$ cat src/rtl/pc_pkg.sv
// Shared op encodings for the ByteBlast program counter, its decoder and bench.
package pc_pkg;

  typedef logic [2:0] op_t;

  localparam op_t OP_HOLD = 3'd0;
  localparam op_t OP_INC  = 3'd1;
  localparam op_t OP_JMP  = 3'd2;
  localparam op_t OP_BRA  = 3'd3;
  localparam op_t OP_CALL = 3'd4;
  localparam op_t OP_RET  = 3'd5;

endpackage

$ cat src/rtl/ret_stack.sv
// Return-address LIFO. Silently ignores push when full and pop when empty;
// fault reporting lives in the parent.
module ret_stack #(
  parameter int WIDTH = 8,
  parameter int DEPTH = 4
) (
  input  logic                         clk,
  input  logic                         reset,
  input  logic                         push,
  input  logic                         pop,
  input  logic [WIDTH-1:0]             din,
  output logic [WIDTH-1:0]             top,
  output logic [$clog2(DEPTH+1)-1:0]   depth,
  output logic                         full,
  output logic                         empty
);

  localparam int DW = $clog2(DEPTH + 1);
  localparam int AW = (DEPTH > 1) ? $clog2(DEPTH) : 1;

  logic [WIDTH-1:0] mem [DEPTH];
  logic [DW-1:0]    cnt;
  logic [AW-1:0]    wr_idx;
  logic [AW-1:0]    top_idx;

  assign empty   = (cnt == '0);
  assign full    = (cnt == DW'(DEPTH));
  assign depth   = cnt;
  assign wr_idx  = AW'(cnt);
  assign top_idx = AW'(cnt - DW'(1));
  assign top     = empty ? '0 : mem[top_idx];

  always_ff @(posedge clk) begin
    if (reset) begin
      cnt <= '0;
    end else if (push && !full) begin
      cnt <= cnt + DW'(1);
    end else if (pop && !empty) begin
      cnt <= cnt - DW'(1);
    end
  end

  // Storage is deliberately not reset; entries are invisible while empty.
  always_ff @(posedge clk) begin
    if (!reset && push && !full) begin
      mem[wr_idx] <= din;
    end
  end

endmodule

$ cat src/rtl/pc_stack.sv
// ByteBlast program counter: PC register, next-address mux, return stack
// and sticky overflow/underflow flags.
module pc_stack
  import pc_pkg::*;
#(
  parameter int               WIDTH     = 8,
  parameter int               DEPTH     = 4,
  parameter logic [WIDTH-1:0] RESET_ADR = '0
) (
  input  logic                       clk,
  input  logic                       reset,
  input  logic                       enable,
  input  logic [2:0]                 op,
  input  logic [WIDTH-1:0]           target,
  input  logic [WIDTH-1:0]           offset,
  input  logic                       clear_err,
  output logic [WIDTH-1:0]           crnt_adr,
  output logic [WIDTH-1:0]           ret_adr,
  output logic [$clog2(DEPTH+1)-1:0] depth,
  output logic                       stk_empty,
  output logic                       stk_full,
  output logic                       overflow,
  output logic                       underflow
);

  logic [WIDTH-1:0] adr_nxt;
  logic [WIDTH-1:0] adr_inc;
  logic             push;
  logic             pop;
  logic             ovf_evt;
  logic             udf_evt;

  assign adr_inc = crnt_adr + WIDTH'(1);

  always_comb begin
    adr_nxt = crnt_adr;
    push    = 1'b0;
    pop     = 1'b0;
    ovf_evt = 1'b0;
    udf_evt = 1'b0;
    if (enable) begin
      case (op)
        OP_INC:  adr_nxt = adr_inc;
        OP_JMP:  adr_nxt = target;
        OP_BRA:  adr_nxt = crnt_adr + offset;
        OP_CALL: begin
          if (stk_full) begin
            ovf_evt = 1'b1;
          end else begin
            push    = 1'b1;
            adr_nxt = target;
          end
        end
        OP_RET: begin
          if (stk_empty) begin
            udf_evt = 1'b1;
          end else begin
            pop     = 1'b1;
            adr_nxt = ret_adr;
          end
        end
        default: adr_nxt = crnt_adr;
      endcase
    end
  end

  ret_stack #(
    .WIDTH (WIDTH),
    .DEPTH (DEPTH)
  ) u_ret_stack (
    .clk   (clk),
    .reset (reset),
    .push  (push),
    .pop   (pop),
    .din   (adr_inc),
    .top   (ret_adr),
    .depth (depth),
    .full  (stk_full),
    .empty (stk_empty)
  );

  // clear_err works regardless of enable; a same-cycle fault still sets.
  always_ff @(posedge clk) begin
    if (reset) begin
      crnt_adr  <= RESET_ADR;
      overflow  <= 1'b0;
      underflow <= 1'b0;
    end else begin
      crnt_adr  <= adr_nxt;
      overflow  <= (overflow  & ~clear_err) | ovf_evt;
      underflow <= (underflow & ~clear_err) | udf_evt;
    end
  end

endmodule
$ cat config.mk
export PLATFORM = sky130hd
export DESIGN_NAME = pc_stack
export DESIGN_NICKNAME = d
export VERILOG_FILES = /design/src/rtl/pc_pkg.sv /design/src/rtl/ret_stack.sv /design/src/rtl/pc_stack.sv
export SDC_FILE = /design/constraint.sdc
export NUM_CORES = 1
export LEC_CHECK = 0
export CORE_MARGIN = 2
export CORE_UTILIZATION = 53
export DETAILED_ROUTE_END_ITERATION = 7
export PLACE_DENSITY = 0.78
export SLEW_MARGIN = 15
export SYNTH_ARGS = -nofsm -noshare
export SYNTH_HDL_FRONTEND = slang
export SYNTH_SLANG_ARGS = --single-unit
$ cat constraint.sdc
create_clock -name clk -period 3.3 [get_ports clk]
set_clock_uncertainty 0.2 [all_clocks]
set_input_delay 0.66 -clock clk [delete_from_list [all_inputs] [get_ports clk]]
set_output_delay 0.66 -clock clk [all_outputs]
set_load 0.1 [all_outputs]
# Word level (Yosys, flattened, before mapping)
# Memories as Yosys holds them, arrays and structs flattened.
# Index checks and enable logic that the tools add are counted.
[word_totals] mem_count=1 out_inout_bits=23 wordCells=53 register_bits=13 ram_bits=32
[op_classes] muxes=20 bitwise_logic=5 eq_ne=8 add_sub_neg=4 n_reduce_logical=11
[memory_table] memory="u_ret_stack.mem" depth=4 word_bits=8 rd=1 rd_clocked_by_memory_dff=0 write_ports=1 line="ret_stack.sv:21" text="logic [WIDTH-1:0] mem [DEPTH];"
[ops] operator="8-bit case mux with 5 select lines" count=1
[ops] operator="8-bit two-way mux" count=3
[ops] operator="1-bit two-way mux" count=14
[ops] operator="3-bit == test, second input constant" count=3
[ops] operator="8-bit by 1-bit adder with 8-bit output, second input constant" count=1
[ops] operator="8-bit adder" count=1
[ops] operator="3-bit by 2-bit == test with 1-bit output, second input constant" count=2
[ops] operator="3-bit two-way mux" count=2
[ops] operator="5-bit nonzero test" count=1
[ops] operator="1-bit logical AND" count=4
[ops] operator="2-bit != test, second input constant" count=2
[ops] operator="4-bit AND reduction" count=1
[ops] operator="3-bit by 1-bit adder with 3-bit output, second input constant" count=1
[ops] operator="3-bit by 1-bit == test with 1-bit output, second input constant" count=1
[ops] operator="1-bit zero test" count=3
[ops] operator="3-bit zero test" count=1
[ops] operator="3-bit by 1-bit subtractor with 3-bit output, second input constant" count=1
[ops] operator="1-bit AND" count=2
[ops] operator="1-bit bitwise OR" count=2
[ops] operator="2-bit nonzero test" count=1
[ops] operator="1-bit inverter" count=1

# Depth between registers and ports, before layout
# Gate-level depths: netlist of the first run.
[depth] word_depth=8 mapped_depth=10 depth_no_buf=8

# Hierarchy
# From an unflattened synthesis of the first run, not the netlist that was laid out.
[hier_totals] cells_unflattened=234 area_unflattened_um2=2615.0
[by_module_without_submodules] mod="ret_stack" instances=1 area_per_inst_um2=1492.7 cells_per_inst=83
[by_module_without_submodules] mod="pc_stack" instances=1 area_per_inst_um2=1122.3 cells_per_inst=151

# Least setup slack after synthesis of the first run
# OpenSTA, ideal clock, no wires.
[synth_path] path_type="register to output" startpoint="register u_ret_stack.cnt[0], in the netlist u_ret_stack.depth[0]" endpoint="output port ret_adr[6]" arrival_ns=3.130 path_stages_with_launch=7 slack_ns=-0.690 cell_sequence="dfxtp_1 > buf_2 > inv_1 > ha_1 > clkbuf_1 > mux4_2 > and2_1"
[synth_via] elab_chain_len=3 elab_cells_between_ends=4 cone_classes="add/sub: 1; mux: 1; reduce/logical: 1; memory: 1"
[synth_lines] item="start, declared" line="ret_stack.sv:22" text="logic [DW-1:0] cnt;"
[synth_lines] item="start signal, assigned" line="ret_stack.sv:37" text="cnt <= cnt + DW'(1);"
[synth_lines] item="start signal, assigned" line="ret_stack.sv:39" text="cnt <= cnt - DW'(1);"
[synth_lines] item="3-bit by 1-bit subtractor with 3-bit output" line="ret_stack.sv:30" text="assign top_idx = AW'(cnt - DW'(1));"
[synth_lines] item="memory read 4 x 8 bit"
[synth_lines] item="8-bit two-way mux (*)" line="ret_stack.sv:31" text="assign top = empty ? '0 : mem[top_idx];"
[synth_lines] item="end, declared" line="pc_stack.sv:18" text="output logic [WIDTH-1:0] ret_adr,"
# Mark *: on every way between the ends. The rest lies on a longest branch, timed or not.

# Worst setup path after layout of the first run
[layout_path] startpoint="register u_ret_stack.cnt[1], in the netlist u_ret_stack.depth[1]" endpoint="output port ret_adr[4]"
# Same word-level chain as after synthesis.

==> summary.md, run 1 <==
| Metric | Value |
|---|---|
| Status | `finished, final reports clean` |
| Synth Warn # | `0` |
| Layout area overhead | `25.64%` |
| Overall Power | `0.001471 W` |
| Register area share after synthesis | `45.67%` |
| Drt first pass iters | `4` |
| Top cells by area, synth | `edfxtp_1 36%, dfxtp_1 9.7%, mux4_2 6.7%` |
| Starting Density | `55.87%` |
| Synth Area in XOR/XNOR | `under 10%` |
| Via density | `roughly 5.8` |
| Hold Path Depth | `2` |
| Peak supply drop | `0.0004325 V` |
| Vias in the first global route | `~1,900` |
| Max_cap viols | `0` |
| CTS clk-pin slew, worst paths | `80 ps` |
| Leakage | `1.266 nW` |
| Met2 Use GR | `38.40%` |
| Post-CTS repair timing setup buffer count | `0` |
| Reg2reg path depth | `8` |
| Post-synthesis compound-gate area fraction | `15.30%` |
| Req. time, crit path | `between 2000 and 2500 ps` |
| # hold bufs at CTS | `0` |
| DR WL/cell | `17.13 um` |
| DRT iter0 DRCs | `204` |
| Final hold violations | `0` |
| Total gr overflow | `0` |
| Post-synthesis mux area share | `7.861%` |
| Slew Limit Fails | `0` |
| #FFs+latches synth | `45` |
| Buffers and inverters on the worst path | `2` |
| Largest stage delay, worst path | `560 ps` |
| R2r startpoint | `crnt_adr[0]$_SDFFE_PP0P_` |
| WS Path Type | `flip-flop to output pin` |
| Vias | `approximately 2,000` |
| Setup TNS | `0 ps` |
| Cell taking the most area after synthesis | `edfxtp_1` |
| Hold EP | `underflow$_SDFF_PP0_` |
| Max clock buf depth | `2` |
| Commonest register cell after synthesis | `edfxtp_1` |
| CTS root buf | `clkbuf_8` |
| Reg area | `about 1200 um^2` |
| # rows | `25` |
| GP Congestion | `0.8875` |
| Dpl hpwl | `4760 um` |
| Post-CTS Resized | `0` |
| Adder-cell area share of the yosys netlist | `around 7%` |
| Area of the multi-input gates | `1344 um^2` |
| Fmax | `333.2 MHz` |
| Worst rel slew slack | `69.84%` |
| Grt met3 use | `4.150%` |
| Fillcell total | `367` |
| CP delay by family, top | `adder cells` |
| Highest-delay cell along the critical path | `ha_1` |
| Die W | `around 75 um` |
| Most common cell in the netlist | `edfxtp_1` |
| Most used routing layer | `met2` |
| Ant diodes | `0` |
| Crit path cell chain | `inv_1, ha_1, mux4_2, and2_2, buf_12` |
| Synthesized area | `2674 um^2` |
| Share of the synthesized area in the top cell type | `35.94%` |
| Maximum number of pins on one net before global-route repair | `17` |
| Synth unique cells | `50` |
| Post-placement cell count | `347` |
| Critical-path maximum fanout | `9` |
| Clock sinks | `45` |
| Post-Synth Simple-Gate Area | `between 15 and 20%` |
| WP data arrival | `about 2100 ps` |
| Post-route setup slack | `approximately 300 ps` |
| Initial antenna violation count | `0` |
| DRC Markers | `0` |
| Worst Hold Class | `flip-flop to flip-flop` |
| Final cell count without fillers | `355` |
| Worst Setup End Kind | `output pin` |
| Async SR Flop Fraction | `0%` |
| Hold Startpoint | `underflow$_SDFF_PP0_` |
| Top post-synthesis cells by count | `32 x edfxtp_1, 16 x nor2_1, 15 x and2_1` |
| Startpoint types | `flip-flop` |
| P per Cell Area | `437.8 nW/um^2` |
| Post-Place Worst Slack | `180.8 ps` |
| Layout cells sized above 1 | `21.88%` |
| Internal reg-to-reg setup slack | `approximately 700 ps` |
| NumNets Final | `324` |
| Final WL | `6081 um` |
| R2R Path End | `crnt_adr[4]$_SDFFE_PP0P_` |
| Largest family of logic cells by synthesized area | `simple AND/OR/NAND/NOR gates` |
| Final period utilization | `90.94%` |
| Crit path time final | `~3000 ps` |
| GR met1 Demand/Resource | `between 30% and 40%` |
| Unrepaired setup endpoints after global routing | `false` |
| Total GRT Usage | `23.47%` |
| Die boundary height | `75.03 um` |
| Ports | `between 40 and 50` |
| Post-synthesis cell count | `239` |
| Die Area | `approximately 5600 um^2` |
| H-tree depth | `2` |
| Final setup vio count | `0` |
| Area of the core | `4786 um^2` |
| Least-Margin Pin Slew | `452.4 ps` |
| First-pass GRT wire length | `9715 um` |
| Num CTS Buffers | `5` |
| PortBufs | `45` |
| Post-synth EDFFs | `32` |
| CTS tree | `built` |
| Mean post-synth cell area | `about 11 um^2` |
| Number of routed nets with antenna violations | `0` |
| Post-Syn Nets | `276` |
| Clock Latency Late Sink | `300 ps` |
-- how the worst max path moves through the flow --
stage / cells past startpoint / start / end / slack, ps
after global routing: 5 / u_ret_stack.depth[1]$_SDFFE_PP0P_ / ret_adr[4] / 230
after CTS: 5 / u_ret_stack.depth[1]$_SDFFE_PP0P_ / ret_adr[4] / 280
after floorplan: 6 / u_ret_stack.depth[0]$_SDFFE_PP0P_ / ret_adr[6] / 110
final: 5 / u_ret_stack.depth[1]$_SDFFE_PP0P_ / ret_adr[4] / 300
after global placement: 9 / offset[0] / crnt_adr[4]$_SDFFE_PP0P_ / 280
after detailed placement: 9 / offset[0] / crnt_adr[4]$_SDFFE_PP0P_ / 180
-- registers in the layout (all words and copies together), names as in the netlist --
register           flops
u_ret_stack.mem       32
crnt_adr               8
u_ret_stack.depth      3
overflow               1
underflow              1
-- routing by layer --
metal	wire (um)	up-vias	part of all wire (%)
met3	350	9	5.8
met5	0	-	0
met4	66	0	1.1
li1	-	998	-
met1	2585	967	43
met2	3079	84	51
-- report_power, final --
group | total [W] | internal [W] | leakage, nW | switching [W]
Clock | 0.000430 | 0.000232 | 0.0603 | 0.000198
Combinational | 0.000406 | 0.000142 | 0.805 | 0.000264
Sequential | 0.000634 | 0.000618 | 0.401 | 0.0000168
-- cell families after synthesis --
family | count (synthesis)
buffers and inverters | 23
adders and majority gates | 14
muxes | 11
AOI/OAI and AO/OA | 52
DFF | 45
and+or+nand+nor | 84
xor gates and xnor gates | 10
-- layout make-up --
cell class | instances | share of cell area (%)
multi-input combinational | 171 | 40.00
sequential | 45 | 36.50
timing repair buffer | 51 | 16.01
tap | 67 | 2.495
clock buffer | 5 | 2.048
clock inverter | 3 | 1.490
inverter | 13 | 1.453
-- worst reg2reg max path, delay by kind of cell, from the launching register on --
family / cells / cell delay (ps)
AO/OA/AOI/OAI: 3 / 770
buffers and inverters: 1 / 70
AND/OR/NAND/NOR: 2 / 280
flip-flops: 1 / 510
adder cells (fa/ha/maj): 2 / 660
-- layout by cell type (no fill, tap or decap), types with 4 or more instances in the layout --
master,n
edfxtp_1,32
clkdlybuf4s50_1,22
buf_4,21
nor2_1,16
nand2_1,14
ha_1,13
inv_1,12
a21oi_1,12
dfxtp_1,11
nand3_1,10
o21ai_0,9
mux4_2,8
and2_2,8
buf_12,8
nand2b_1,7
and2_1,7
xor2_1,6
a221o_1,5
nor3_1,5
clkbuf_8,5
xnor2_1,4
a211oi_1,4
nor2b_1,4
-- metrics by stage --
step | cell area, um^2 | hold WS [ps] | util (%)
after floorplan | 2689 | 528.9 | -
after global routing | 3359 | 321.5 | 70.20
after global placement | 3241 | 253.0 | 67.71
after detailed placement | 3241 | 289.1 | 67.71
final | 3359 | 291.3 | 70.20
after CTS | 3359 | 300.8 | 70.20
Power figures use the tool's default switching activity.
==> inputs of run 2 (changes only) <==
--- a/config.mk
+++ b/config.mk
@@ -6,9 +6,9 @@
 export NUM_CORES = 1
 export LEC_CHECK = 0
 export CORE_MARGIN = 2
-export CORE_UTILIZATION = 53
+export CORE_UTILIZATION = 40
 export DETAILED_ROUTE_END_ITERATION = 7
-export PLACE_DENSITY = 0.78
+export PLACE_DENSITY = 0.64
 export SLEW_MARGIN = 15
 export SYNTH_ARGS = -nofsm -noshare
 export SYNTH_HDL_FRONTEND = slang
==> constraint.sdc (replaced) <==
create_clock -name clk -period 2.6 [get_ports clk]
set_clock_uncertainty 0.2 [all_clocks]
set_input_delay 0.52 -clock clk [delete_from_list [all_inputs] [get_ports clk]]
set_output_delay 0.52 -clock clk [all_outputs]
set_load 0.1 [all_outputs]
==> run 2 against run 1 <==
  * The run now ends with DRC left
  * Clock power increased by 29%
  * Critical path depth increased by 1
  * Sequential share of layout area down 3.4 points
  * Utilization shrank 12 points
  * Register-to-register slack worse by 310 ps
  * Total power is 35% higher
  * Die area up 31%
  * Cell count up 13%
  * Flip-flop and latch count did not move
  * Count of clock-buffer cells in the layout did not move
  * Worst setup slack worse by 270 ps
  * Routed wire length rose by 8.9%
  * Largest power group unchanged
==> summary.md, run 2 (same netlist as run 1, synthesis figures left out) <==
| Metric | Value |
|---|---|
| Vias in the first global route | `2,127 (+11%)` |
| Combinational power share | `31.6% (+4.0 points)` |
| Register share of total power | `40.5% (-2.6 points)` |
| Layout area overhead | `39.92%` |
| Failing checks | `DRC` |
| DRC Markers | `2 (+2)` |
| Final cell count without fillers | `400 (+13%)` |
| Switching share of power | `33.09% (+0.53 points)` |
| Startpoint types | `flip-flop` |
| GP Congestion | `0.9578 (+7.9%)` |
| Ant diodes | `0 (unchanged)` |
| Post-placement cell count | `387 (+12%)` |
| Internal power | `0.001326 W (+34%)` |
| Worst Setup End Kind | `output pin` |
| Maximum number of pins on one net before global-route repair | `17 (unchanged)` |
| Via density | `5.500 (-5.1%)` |
| Clock power frac | `27.9% (-1.4 points)` |
| Placed Area | `3562 um^2 (+9.9%)` |
| Fmax | `388.5 MHz` |
| Clock sinks | `45 (unchanged)` |
| Final setup vio count | `0 (unchanged)` |
| Die W | `85.76 um (+14%)` |
| P per Cell Area | `529.5 nW/um^2 (+21%)` |
| Commonest non-fill, non-tap cell in the layout | `buf_4` |
| Internal reg-to-reg setup slack | `390 ps (-310 ps)` |
| Drt first pass iters | `7 (+3)` |
| Worst Hold Class | `flip-flop to flip-flop` |
| CTS tree | `built` |
| Initial antenna violation count | `0 (unchanged)` |
| First-pass GRT wire length | `10,440 um (+7.5%)` |
| CTS root buf | `clkbuf_8` |
| Clock Latency Late Sink | `300 ps (about the same)` |
| DR WL/cell | `16.56 um (-3.4%)` |
| Leakage | `1.471 nW (+16%)` |
| PortBufs | `45 (unchanged)` |
| Psw | `0.0006556 W (+37%)` |
| Status | `complete, but fails checks` |
| Unrepaired setup endpoints after global routing | `true` |
| NumNets Final | `359 (+11%)` |
| Req. time, crit path | `1880 ps (-560 ps)` |
| Dpl hpwl | `5143 um (+8.0%)` |
| Vias | `2,200 (+6.9%)` |
| DRT iter0 DRCs | `175 (-14%)` |
| Die Area | `7355 um^2 (+31%)` |
| Fin area | `3741 um^2 (+11%)` |
| Area of the core | `6422 um^2 (+34%)` |
| Top reg by flops | `u_ret_stack.mem` |
| Starting Density | `41.63% (-14 points)` |
| Final WL | `6622 um (+8.9%)` |
| CTS clk-pin slew, worst paths | `80 ps (about the same)` |
| Worst rel slew slack | `71.33% (+1.5 points)` |
| Most frequent cells in the layout | `50 x buf_4, 32 x edfxtp_1, 22 x clkdlybuf4s50_1` |
| Total GRT Usage | `18.23% (-5.2 points)` |
| WP data arrival | `1850 ps (-290 ps)` |
| Ports | `46 (unchanged)` |
| Number of routed nets with antenna violations | `0 (unchanged)` |
| Num CTS Buffers | `5 (unchanged)` |
| # rows | `29 (+16%)` |
| Total gr overflow | `0 (unchanged)` |
| Peak supply drop | `0.0002810 V (-35%)` |
| H-tree depth | `2 (unchanged)` |
| Critical-path maximum fanout | `5 (-4)` |
| Die boundary height | `85.76 um (+14%)` |
| WS Path Type | `flip-flop to output pin` |
| Final period utilization | `99.00%` |
| Slew Limit Fails | `0 (unchanged)` |
| Final hold violations | `0 (unchanged)` |
| Max reg flops | `32 (unchanged)` |
| Crit path time final | `2574 ps` |
| Layout cells sized above 1 | `33.13% (+11 points)` |
| Least-Margin Pin Slew | `427.0 ps (-25.41 ps)` |
| Max_cap viols | `0 (unchanged)` |
| Max clock buf depth | `2 (unchanged)` |
==> run 2: final timing paths <==
| path | start | endpoint | depth (start not counted) |
|---|---|---|---|
| max | u_ret_stack.depth[1]$_SDFFE_PP0P_ | ret_adr[5] | 6 |
| min | underflow$_SDFF_PP0_ | underflow$_SDFF_PP0_ | 2 |
| max reg2reg | crnt_adr[0]$_SDFFE_PP0P_ | crnt_adr[6]$_SDFFE_PP0P_ | 8 |
| min reg2reg | underflow$_SDFF_PP0_ | underflow$_SDFF_PP0_ | 2 |
==> run 2: routing by layer <==
layer / share of wire (%) / vias up / track usage (%)
met2: 49 / 78 / 30.54
met3: 6.5 / 10 / 3.369
met4: 1.3 / 0 / 4.185
met1: 44 / 1046 / 24.69
li1: - / 1066 / -
met5: 0 / - / 0
==> run 2: through the flow <==
step	power, W	hold slack, ps	setup slack [ps]	utilization [%]	TNS [ps]
global route	0.002051	293.2	-20.26	58.25	-112.3
detailed placement	0.001426	251.5	-236.1	55.46	-549.4
global placement	0.001423	255.4	-203.5	55.46	-409.8
floorplan	0.001194	381.4	3.639	-	0
CTS	0.001978	274.5	15.13	57.47	0
finish	0.001981	270.6	26.06	58.25	0
==> run 2: repair_timing <==
item / CTS / global route
setup endpoints to repair: 8 / 8
hold buffers: 0 / 0
pin swaps: 0 / 2
setup buffers: 0 / 5
resized for setup: 2 / 5
==> run 2: final cells by class <==
cell class	instances	area, um^2
Clock buffer	5	68.82
Clock inverter	3	47.55
Sequential cell	45	1237
Timing Repair Buffer	86	863.3
Inverter	13	48.80
Tap cell	77	96.34
Fill cell	534	2681
Multi-Input combinational cell	171	1379
==> run 2: critical path, stage by stage, from the launching register on <==
cell	delay, ps
dfxtp_4	380
inv_2	70
ha_4	270
clkbuf_4	170
mux4_2	330
and2_4	180
buf_12	160
==> run 2: power groups by stage <==
| stage | registers [W] | clock network, W | logic [W] |
|---|---|---|---|
| 2_1_floorplan | 0.000901 | 0 | 0.000294 |
| 3_3_place_gp | 0.000818 | 0 | 0.000605 |
| 3_5_place_dp | 0.000819 | 0 | 0.000607 |
| 4_1_cts | 0.000803 | 0.000561 | 0.000614 |
| 5_1_grt | 0.000805 | 0.000583 | 0.000663 |
| 6_report | 0.000803 | 0.000553 | 0.000626 |
==> inputs of run 3 (changes only) <==
--- a/config.mk
+++ b/config.mk
@@ -5,10 +5,11 @@
 export SDC_FILE = /design/constraint.sdc
 export NUM_CORES = 1
 export LEC_CHECK = 0
-export CORE_MARGIN = 2
+export CORE_MARGIN = 10
 export CORE_UTILIZATION = 40
 export DETAILED_ROUTE_END_ITERATION = 7
 export PLACE_DENSITY = 0.64
+export REMOVE_ABC_BUFFERS = 1
 export SLEW_MARGIN = 15
 export SYNTH_ARGS = -nofsm -noshare
 export SYNTH_HDL_FRONTEND = slang
==> run 3 against run 2 <==
  * The flow now finishes without violations
  * Fmax up 1.3%
  * Worst setup slack better by 33 ps
  * Critical path depth unchanged
  * Non-clock buffer count up 7
  * Register-to-register slack better by 40 ps
  * Die area up 41%
  * Global-route usage down 4.2 points
  * Via count down 0.32%
  * Routed wire length up 6.9%
  * Count of clock-buffer cells in the layout unchanged
  * Total power down 5.2%
  * Sequential share of layout area down 0.58 points
==> summary.md, run 3 (same netlist as run 1, synthesis figures left out) <==
| Metric | Value |
|---|---|
| Post-placement cell count | `395 (+2.1%)` |
| First-pass GRT wire length | `11,590 um (+11%)` |
| Post-route setup slack | `59.08 ps (+33.03 ps)` |
| Dpl hpwl | `5605 um (+9.0%)` |
| GP Congestion | `0.8861 (-7.5%)` |
| Total GRT Usage | `14.03% (-4.2 points)` |
| Least-Margin Pin Slew | `442.2 ps (+15.12 ps)` |
| Final period utilization | `97.73% (-1.3 points)` |
| Starting Density | `41.63% (unchanged)` |
| Die W | `101.8 um (+19%)` |
| Clock sinks | `45 (unchanged)` |
| Ports | `46 (unchanged)` |
| Clock Latency Late Sink | `300 ps (about the same)` |
| Req. time, crit path | `1880 ps (about the same)` |
| Crit path time final | `2541 ps (-33.03 ps)` |
| PortBufs | `45 (unchanged)` |
| Post-Place Worst Slack | `-253.5 ps (-17.39 ps)` |
| Overall Power | `0.001879 W (-5.2%)` |
| Drt first pass iters | `4 (-3)` |
| Area of the core | `6422 um^2 (unchanged)` |
| Peak supply drop | `0.0003379 V (+20%)` |
| Slew Limit Fails | `0 (unchanged)` |
| Layout area overhead | `40.66%` |
| Max_cap viols | `0 (unchanged)` |
| Internal reg-to-reg setup slack | `430 ps (+40 ps)` |
| WP data arrival | `1820 ps (-30 ps)` |
| NumNets Final | `366 (+1.9%)` |
| Final cell count without fillers | `407 (+1.8%)` |
| Final WL | `7076 um (+6.9%)` |
| Final core occ | `58.56% (+0.31 points)` |
| Critical-path maximum fanout | `3 (-2)` |
| DR WL/cell | `17.39 um (+5.0%)` |
| Worst Setup End Kind | `output pin` |
| Initial antenna violation count | `0 (unchanged)` |
| Commonest non-fill, non-tap cell in the layout | `buf_4` |
| CTS tree | `built` |
| Worst setup path start | `u_ret_stack.depth[1]$_SDFFE_PP0P_` |
| CTS clk-pin slew, worst paths | `90 ps (about the same)` |
| Top reg by flops | `u_ret_stack.mem` |
| Fillcell total | `542 (+1.5%)` |
| Die Area | `10,360 um^2 (+41%)` |
| Maximum number of pins on one net before global-route repair | `16 (-1)` |
| P per Cell Area | `499.6 nW/um^2 (-5.7%)` |
| Startpoint types | `flip-flop` |
| Leakage | `1.475 nW (+0.30%)` |
| Max reg flops | `32 (unchanged)` |
| Final setup vio count | `0 (unchanged)` |
| Status | `finished, final reports clean` |
| Most frequent cells in the layout | `55 x buf_4, 32 x edfxtp_1, 22 x clkdlybuf4s50_1` |
| Number of routed nets with antenna violations | `0 (unchanged)` |
| Fmax | `393.6 MHz (+1.3%)` |
| Worst rel slew slack | `70.46% (-0.86 points)` |
| Total gr overflow | `0 (unchanged)` |
| # rows | `29 (unchanged)` |
| Ant diodes | `0 (unchanged)` |
| WS Path Type | `flip-flop to output pin` |
| DRC Markers | `0 (-2)` |
| R2r startpoint | `u_ret_stack.depth[1]$_SDFFE_PP0P_` |
| DRT iter0 DRCs | `164 (-6.3%)` |
| Layout cells sized above 1 | `30.61% (-2.5 points)` |
| Via density | `5.388 (-2.0%)` |
| Final hold violations | `0 (unchanged)` |
| CTS root buf | `clkbuf_8` |
| Vias | `2,193 (-0.32%)` |
| Hold Startpoint | `underflow$_SDFF_PP0_` |
| H-tree depth | `2 (unchanged)` |
| Max clock buf depth | `2 (unchanged)` |
| Num CTS Buffers | `5 (unchanged)` |
| Worst Hold Class | `flip-flop to flip-flop` |
| Vias in the first global route | `2,282 (+7.3%)` |
| Die boundary height | `101.8 um (+19%)` |
[run 3: worst paths after layout]
| path | end | cells past startpoint |
|---|---|---|
| hold reg to reg | underflow$_SDFF_PP0_ | 2 |
| setup / recovery | ret_adr[1] | 6 |
| hold / removal | underflow$_SDFF_PP0_ | 2 |
| setup reg to reg | crnt_adr[2]$_SDFFE_PP0P_ | 8 |
[run 3: timing repair]
item / in CTS / in global routing
buffers inserted: 0 / 4
hold buffers: 0 / 0
resized for setup: 3 / 8
pin swaps: 0 / 2
endpoints found under the setup margin: 8 / 10
[run 3: power breakdown]
group	internal (W)	switching (W)	total (W)
logic	0.000252	0.000382	0.000634
registers	0.000784	0.0000149	0.000799
clock network	0.000191	0.000254	0.000446
total	0.00123	0.000652	0.00188
[run 3: critical path: stages (launching register included)]
cell and delay [ps]:
dfxtp_1 330, inv_1 80, ha_4 280, buf_4 110
mux4_2 330, and2_1 220, buf_12 170
[run 3: final cells by class]
| class | instances | area [um^2] | area share (%) |
|---|---|---|---|
| multi-input cells | 171 | 1359 | 36.13 |
| flip-flops and latches | 45 | 1222 | 32.50 |
| repair buffers | 93 | 944.7 | 25.12 |
| clock inverters | 3 | 21.27 | 0.5655 |
| well taps | 77 | 96.34 | 2.562 |
| inverters | 13 | 48.80 | 1.297 |
| clock buffers | 5 | 68.82 | 1.830 |
[run 3: per-stage QoR]
stage	hold WS (ps)	setup TNS, ps	instance area (um^2)
3_5_place_dp	254.6	-590.1	3611
2_1_floorplan	388.9	-34420	2604
3_3_place_gp	248.9	-555.8	3611
5_1_grt	301.2	-11.92	3761
6_report	266.4	0	3761
4_1_cts	269.7	0	3717
[run 3: per-layer routing]
layer | GRT usage (%) | share of wire [%] | routed length, um | up-vias
met5 | 0 | 0 | 0 | -
met4 | 1.760 | 0.33 | 23 | 0
met3 | 4.016 | 7.5 | 534 | 3
met2 | 23.41 | 49 | 3488 | 69
met1 | 18.09 | 43 | 3029 | 1040
li1 | - | - | - | 1081
